==> src/rtl/sd_pkg.sv <==
// Shared definitions for the SD-card SPI front end: default port addresses, FSM and
// transfer-kind encodings, and the status byte layout.
package sd_pkg;

  localparam logic [7:0] CTRL_PORT_DEF    = 8'hE7;
  localparam logic [7:0] DATA_PORT_DEF    = 8'hEB;
  localparam logic [2:0] RISE_TIMEOUT_DEF = 3'd4;

  typedef enum logic [1:0] {
    ST_IDLE,
    ST_STROBE,
    ST_WAIT_RISE,
    ST_WAIT_FALL
  } state_t;

  typedef enum logic {
    KIND_TX,
    KIND_RX
  } kind_t;

  localparam int STAT_BUSY    = 0;
  localparam int STAT_OVERRUN = 1;
  localparam int STAT_CS_LO   = 2;

  function automatic logic [7:0] status_byte(input logic [1:0] cs_n,
                                             input logic       overrun,
                                             input logic       busy);
    logic [7:0] s;
    s                   = '0;
    s[STAT_BUSY]        = busy;
    s[STAT_OVERRUN]     = overrun;
    s[STAT_CS_LO +: 2]  = cs_n;
    return s;
  endfunction

endpackage

==> src/rtl/spi_port_ctrl.sv <==
// Z80 port front end for the SD-card SPI byte engine: one-byte queue, strobe sequencing,
// chip-select ownership and a status port.
module spi_port_ctrl
  import sd_pkg::*;
#(
  parameter logic [7:0] CTRL_PORT    = CTRL_PORT_DEF,
  parameter logic [7:0] DATA_PORT    = DATA_PORT_DEF,
  parameter logic [2:0] RISE_TIMEOUT = RISE_TIMEOUT_DEF
) (
  input  logic       clk,
  input  logic       reset,
  input  logic [7:0] cpu_addr,
  input  logic [7:0] cpu_din,
  input  logic       cpu_iorq_n,
  input  logic       cpu_rd_n,
  input  logic       cpu_wr_n,
  input  logic       cpu_m1_n,
  output logic [7:0] cpu_dout,
  output logic       cpu_oe,
  output logic       spi_tx_strobe,
  output logic       spi_rx_strobe,
  output logic [7:0] spi_din,
  input  logic [7:0] spi_dout,
  input  logic       spi_transmit,
  output logic [1:0] sd_cs_n
);

  logic       ctrl_hit, data_hit, port_hit;
  logic       io_act, io_act_q, io_ev, is_wr;
  logic       data_wr_ev, data_rd_ev, data_ev, ctrl_wr_ev, ctrl_rd_ev;

  state_t     state_q, state_d;
  logic       launch, timeout_hit, drop;
  logic [2:0] timer;

  logic       pend_valid;
  kind_t      pend_kind;
  logic [7:0] pend_byte;

  logic       overrun, busy;
  logic       cs_req;
  logic [1:0] cs_next;
  logic [7:0] status_live, status_snap;

  assign ctrl_hit = (cpu_addr == CTRL_PORT);
  assign data_hit = (cpu_addr == DATA_PORT);
  assign port_hit = ctrl_hit | data_hit;

  // Interrupt-acknowledge cycles (M1 low) also assert IORQ and must never decode.
  assign io_act = ~cpu_iorq_n & cpu_m1_n & (~cpu_rd_n | ~cpu_wr_n) & port_hit;
  assign io_ev  = io_act & ~io_act_q;
  assign is_wr  = ~cpu_wr_n & cpu_rd_n;

  assign data_wr_ev = io_ev & data_hit & is_wr;
  assign data_rd_ev = io_ev & data_hit & ~cpu_rd_n;
  assign data_ev    = data_wr_ev | data_rd_ev;
  assign ctrl_wr_ev = io_ev & ctrl_hit & is_wr;
  assign ctrl_rd_ev = io_ev & ctrl_hit & ~cpu_rd_n;

  // A draining buffer counts as empty, so an event in the launch cycle is kept.
  assign drop = data_ev & pend_valid & ~launch;

  assign busy        = (state_q != ST_IDLE) | pend_valid;
  assign status_live = status_byte(sd_cs_n, overrun, busy);

  always_comb begin
    // NOTE: every output of this block gets a default first, otherwise a latch is inferred.
    state_d     = state_q;
    launch      = 1'b0;
    timeout_hit = 1'b0;
    case (state_q)
      ST_IDLE: begin
        if (pend_valid && !spi_transmit) begin
          launch  = 1'b1;
          state_d = ST_STROBE;
        end
      end
      ST_STROBE:    state_d = ST_WAIT_RISE;
      ST_WAIT_RISE: begin
        if (spi_transmit) begin
          state_d = ST_WAIT_FALL;
        end else if (timer == RISE_TIMEOUT) begin
          timeout_hit = 1'b1;
          state_d     = ST_IDLE;
        end
      end
      ST_WAIT_FALL: begin
        if (!spi_transmit) state_d = ST_IDLE;
      end
      default:      state_d = ST_IDLE;
    endcase
  end

  always_ff @(posedge clk or posedge reset) begin
    if (reset) begin
      state_q <= ST_IDLE;
    end else begin
      state_q <= state_d;
    end
  end

  always_ff @(posedge clk or posedge reset) begin
    if (reset) begin
      io_act_q      <= 1'b0;
      timer         <= '0;
      pend_valid    <= 1'b0;
      pend_kind     <= KIND_TX;
      pend_byte     <= 8'hFF;
      spi_tx_strobe <= 1'b0;
      spi_rx_strobe <= 1'b0;
      spi_din       <= 8'hFF;
      overrun       <= 1'b0;
      cs_req        <= 1'b0;
      cs_next       <= 2'b11;
      sd_cs_n       <= 2'b11;
      status_snap   <= 8'h00;
    end else begin
      io_act_q <= io_act;
      timer    <= (state_q == ST_WAIT_RISE) ? timer + 3'd1 : 3'd0;

      // NOTE: non-blocking throughout; where two statements below assign the same
      // register in one cycle, the later one wins, which sets the intended priority.
      if (launch) pend_valid <= 1'b0;
      if (data_ev && !drop) begin
        pend_valid <= 1'b1;
        pend_kind  <= data_wr_ev ? KIND_TX : KIND_RX;
        pend_byte  <= data_wr_ev ? cpu_din : 8'hFF;
      end

      spi_tx_strobe <= launch & (pend_kind == KIND_TX);
      spi_rx_strobe <= launch & (pend_kind == KIND_RX);
      if (launch) spi_din <= pend_byte;

      if (drop || timeout_hit) overrun <= 1'b1;
      else if (ctrl_rd_ev)     overrun <= 1'b0;

      // Chip selects only move between bytes; a newer write overrides an unapplied one.
      if (cs_req && state_q == ST_IDLE && !pend_valid) begin
        sd_cs_n <= cs_next;
        cs_req  <= 1'b0;
      end
      if (ctrl_wr_ev) begin
        cs_next <= cpu_din[1:0];
        cs_req  <= 1'b1;
      end

      // Frozen for the rest of an access so the CPU sees the pre-clear overrun bit.
      if (!io_act_q) status_snap <= status_live;
    end
  end

  assign cpu_oe = ~cpu_iorq_n & cpu_m1_n & ~cpu_rd_n & port_hit;

  always_comb begin
    cpu_dout = 8'h00;
    if (cpu_oe) begin
      if (data_hit)      cpu_dout = spi_dout;
      else if (io_act_q) cpu_dout = status_snap;
      else               cpu_dout = status_live;
    end
  end

endmodule
==> config.mk <==
export PLATFORM = sky130hd
export DESIGN_NAME = spi_port_ctrl
export DESIGN_NICKNAME = d
export VERILOG_FILES = /design/src/rtl/sd_pkg.sv /design/src/rtl/spi_port_ctrl.sv
export SDC_FILE = /design/constraint.sdc
export NUM_CORES = 1
export LEC_CHECK = 0
export CORE_MARGIN = 4
export CORE_UTILIZATION = 51
export CTS_CLUSTER_DIAMETER = 80
export CTS_CLUSTER_SIZE = 10
export DETAILED_ROUTE_END_ITERATION = 12
export MAX_ROUTING_LAYER = met4
export PLACE_DENSITY = 0.88
export SYNTH_ARGS = -nofsm -noshare
export SYNTH_HDL_FRONTEND = slang
export SYNTH_SLANG_ARGS = --single-unit
==> constraint.sdc <==
create_clock -name clk -period 5.3 [get_ports clk]
set_clock_uncertainty 0.05 [all_clocks]
set_input_delay 0.53 -clock clk [delete_from_list [all_inputs] [get_ports clk]]
set_output_delay 0.53 -clock clk [all_outputs]
set_load 0.1 [all_outputs]
Yosys cells after proc, flatten, opt, wreduce, memory -nomap -nowiden
Cells that the tools add are included.
{"block": "word_totals", "latchBits": 0, "ramBits": 0, "register_bits": 40, "memories": 0, "out_inout_bits": 21, "inputBits": 31, "elab_cells": 87, "rom_bits": 0}
{"block": "op_classes", "n_div": 0, "shift": 0, "multipliers": 0, "n_lt_le_gt_ge": 0, "eq_ne": 9, "bitwise_logic": 27, "addsub": 1, "reduce_logical": 14, "muxes": 22}
{"op": "$mux 8", "count": 4}
{"op": "$and 1x1->1", "count": 17}
{"op": "$eq 8x8->1 const B", "count": 2}
{"op": "$mux 1", "count": 12}
{"op": "$mux 2", "count": 4}
{"op": "$pmux 2 s4", "count": 1}
{"op": "$reduce_bool 2->1", "count": 4}
{"op": "$not 1->1", "count": 6}
{"op": "$eq 2x2->1 const B", "count": 2}
{"op": "$logic_and 1x1->1", "count": 4}
{"op": "$ne 2x2->1 const B", "count": 2}
{"op": "$or 1x1->1", "count": 4}
{"op": "$add 3x1->3 const B", "count": 1}
{"op": "$eq 3x3->1 const B", "count": 1}
{"op": "$logic_not 1->1", "count": 3}
{"op": "$mux 3", "count": 1}
{"op": "$ne 3x3->1 const B", "count": 1}
{"op": "$reduce_and 3->1", "count": 1}
{"op": "$eq 2x1->1 const B", "count": 1}
{"op": "$logic_not 2->1", "count": 1}
{"op": "$logic_or 1x1->1", "count": 1}

Depth between registers and ports, before layout
{"block": "depth", "depth_word": 13, "depth_mapped": 6}

Worst setup path after synthesis
Ideal clock, no wire load.
{"block": "synth_path", "path_type": "input port to output port", "startpoint": "input cpu_addr[4]", "endpoint": "output cpu_dout[1]", "arrival_ps": 3143, "n_path_buf": 2, "cell_stages": 6, "slack_ps": 1577, "required_ps": 4720, "cell_sequence": "nand4b_4 > or2_1 > buf_6 > or4_4 > buf_6 > a21oi_1"}
{"block": "synth_between", "elab_chain_len": 4, "word_cells_on_any_way": 6}
{"element": "start: declaration", "line_no": "spi_port_ctrl.sv:12", "text": "input logic [7:0] cpu_addr,"}
{"element": "$eq 8x8->1 (on tied branches)", "line_no": "spi_port_ctrl.sv:45, spi_port_ctrl.sv:46"}
{"element": "$or 1x1->1", "line_no": "spi_port_ctrl.sv:47", "text": "assign port_hit = ctrl_hit | data_hit;"}
{"element": "$and 1x1->1", "line_no": "spi_port_ctrl.sv:152", "text": "assign cpu_oe = ~cpu_iorq_n & cpu_m1_n & ~cpu_rd_n & port_hit;"}
{"element": "$mux 8 *", "line_no": "spi_port_ctrl.sv:156", "text": "if (cpu_oe) begin"}
{"element": "end: declaration", "line_no": "spi_port_ctrl.sv:18", "text": "output logic [7:0] cpu_dout,"}
Mark *: on every way between the ends. The rest lies on a longest branch, timed or not.

Final worst setup path
{"block": "layout_path", "startpoint": "input cpu_addr[5]", "endpoint": "output cpu_dout[2]"}
The elaborated chain is that of the path after synthesis.

==> impl_metrics.toml <==
[logic_synthesis]
avgSynthCellArea_sq_um = 12.22
synth_area_leaders = "dfstp_2 28%, dfrtp_1 27%, mux2_2 14%"
synth_area_sq_um = 1858
yosysWarningCount = 0
yosys.area.top_type_share_pct = 28.28
synth.most_common_cell = "mux2_2"
seq_area_frac_synth_pct = 55.22
syn_nets = 185
synth_seq_cells = 40
synth-main-ff-cell = "dfstp_2"
synth_cell_types = 32
synthArstFlopShare_pct = 100.0
netlist_instances = 152
yosys-top-cells-count = "23 x mux2_2, 20 x dfrtp_1, 20 x dfstp_2, 12 x nor2_1, 9 x or3_1"
yosysTopAreaCell = "dfstp_2"
synth_edf_count = 0

[timing]
drv_slew = 0
worst_slew_margin_rel_pct = 32.90
fmax_mhz = 252.9
period_needed_ns = 3.954
setup_viol = 0
tightestPinTransition_ns = 1.003
rsz0062_at_grt = "false"
final_min_period_over_clock_period_pct = 74.61
hold_viol_final = 0
fin_tns_setup_ns = 0

[floorplan]
rows = 21
die-width_um = 68.36
start_util_pct = 54.40
die_h_um = 68.36
io_pins = 52
die-area_sq_um = 4673
fp.coreArea_sq_um = 3416

[finish]
fillers = 242
regArea_sq_um = 1026
antenna_cells = 0
drive_gt1_share_pct = 28.50
nets = 239
multi_input_area_sq_um = 760.7
syn_to_final_growth_pct = 34.01

[setup_path]
cpMostUsedCell = "clkdlybuf4s50_1"
critPathLaunchType = "input pin"
worstReg2RegEnd = "pend_byte[3]$_DFFE_PP1P_"
crit_start = "cpu_addr[5]"
regToRegSetupSlack_ns = 3.41
arrival_ns = 3.37
max_stage_delay_ns = 1.15
rr_worst_depth = 4
slowest_stage = "clkdlybuf4s50_1"
crit_chain = "clkdlybuf4s50_1 > nand4b_4 > or2_1 > or4_4 > a21oi_1 > clkdlybuf4s50_1"
rr_startpoint = "state_q[1]$_DFFE_PP0P_"
path_max_fanout = 9
cp_data_required_time_ns = 4.72
critPathKind = "input pin to output pin"
crit_path_end_kind = "output pin"
cp-endpoint = "cpu_dout[2]"

[clocking]
h-tree-depth = 2
clockBufferDepth = 2
numClockSinks = 40
ctsResizeCount = 0
clock_latency_ns = 0.35
cts_tree = "yes"
cts_setup_buffers = 0
cts_hold_buffers = 0
cts_buffers = 5
cts.clk_slew.worst_paths_ns = 0.11
root_buffer = "clkbuf_4"

[worst_hold_path]
hold_class = "register to register"

[global_routing]
grt_max_degree = 24
grt_pass1_wl_um = 6624
antenna_found_initial = 0
grtUsageTotal_pct = 20.10
first_global_vias = 1463
overflow = 0

[power]
power_frac_comb_pct = 14.4
power_frac_clock_pct = 32.7
switching_share_pct = 24.91
intPower_mw = 0.4880
p_switching_mw = 0.1619
seqPwrFrac_pct = 52.9
p_per_area_nw_per_um2 = 261.0
vdd_drop_max_uv = 188.5
leakagePower_nw = 1.032
power.total_mw = 0.6499

[drt]
vias_per_cell = 5.273
final_antenna_net_count = 0
first_pass_iters = 4
vias = 1334
drt_iter0_drc = 42
drc = 0
finalWirelength_um = 3983
routedWlPerCell_um = 15.74

[status]
status = "finished clean"

[placed_design]
hpwl_um = 3146
gp_congestion = 0.8290
port_buffers = 51

[job]
max_cap_violations = 0
-- registers in the layout, summed over array words and instances (netlist names) --
name           count
cs_req             1
pend_valid         1
pend_kind          1
spi_rx_strobe      1
spi_tx_strobe      1
timer              3
sd_cs_n            2
state_q            2
status_snap        8
pend_byte          8
io_act_q           1
overrun            1
spi_din            8
cs_next            2
-- cells in the final DEF, fill, tap and decap left out, drive strengths merged, types with 2 or more instances in the layout --
cell type	n
a21oi	5
and2	6
xnor2	2
clkbuf	6
buf	2
a21o	2
mux2	23
ha	2
clkdlybuf4s50	51
nand3b	2
nand2	8
nand2b	4
inv	8
dfrtp	20
or4	2
o21ai	4
dfstp	20
nor2	12
mux2i	6
or3	9
nor3	2
-- cell families after synthesis --
logic type	Yosys count	share of synthesized area, %
compound gates	14	4.646
xor+xnor	2	0.9429
fa+ha+maj	2	1.347
buf+inv	14	3.838
flops	40	55.22
mux	29	17.17
simple gates	51	16.83
-- per-stage QoR --
stage          hold slack [ns]  utilization, %  cell area (sq um)  setup WS [ns]  cells
3_5_place_dp            0.4084           70.26               2400          1.344    245
6_report                0.4214           72.89               2490          1.346    253
4_1_cts                 0.4248           72.89               2490          1.344    253
2_1_floorplan           0.3822               -               1858          1.577    152
3_3_place_gp            0.3918           70.26               2400          1.417    245
5_1_grt                 0.4711           72.89               2490          1.253    253
-- worst max-delay path, delay by kind of cell --
kind	cells	cell delay, ns
and+or+nand+nor	3	1.04
AOI/OAI and AO/OA	1	0.15
buffers and inverters	2	1.65
-- final cells by class --
type	instances	area share [%]
multi-input cells	98	30.55
repair buffers	53	21.11
well taps	46	2.312
flip-flops and latches	40	41.21
clock buffers	6	2.060
inverters	8	1.206
clock inverters	2	1.558
-- per-layer routing --
layer  routed length, um  up-vias  share of wire (%)  global-route usage, %
li1                    -      637                  -                      -
met5                   0        -                  0                      -
met1                1626      655                 41                  23.12
met4                  66        0                1.7                  8.189
met3                 190        7                4.8                  3.941
met2                2099       35                 53                  34.30
-- power by group through the flow --
| stage | clock network, mW | registers (mW) | logic [mW] |
|---|---|---|---|
| finish | 0.213 | 0.343 | 0.0936 |
| CTS | 0.220 | 0.344 | 0.0951 |
| global placement | 0 | 0.347 | 0.0897 |
| global route | 0.233 | 0.348 | 0.107 |
| floorplan | 0 | 0.350 | 0.0512 |
| detailed placement | 0 | 0.349 | 0.0948 |
-- how the worst min path moves through the flow --
| stage | start | to | slack, ns | cells past startpoint |
|---|---|---|---|---|
| 4_1_cts | timer[0]$_DFF_PP0_ | timer[0]$_DFF_PP0_ | 0.42 | 1 |
| 6_report | timer[0]$_DFF_PP0_ | timer[0]$_DFF_PP0_ | 0.42 | 1 |
| 3_5_place_dp | timer[0]$_DFF_PP0_ | timer[0]$_DFF_PP0_ | 0.41 | 1 |
| 5_1_grt | pend_kind$_DFFE_PP0P_ | spi_rx_strobe$_DFF_PP0_ | 0.47 | 1 |
| 2_1_floorplan | timer[0]$_DFF_PP0_ | timer[0]$_DFF_PP0_ | 0.38 | 1 |
| 3_3_place_gp | timer[0]$_DFF_PP0_ | timer[0]$_DFF_PP0_ | 0.39 | 1 |
(Power assumes the default switching activity.)
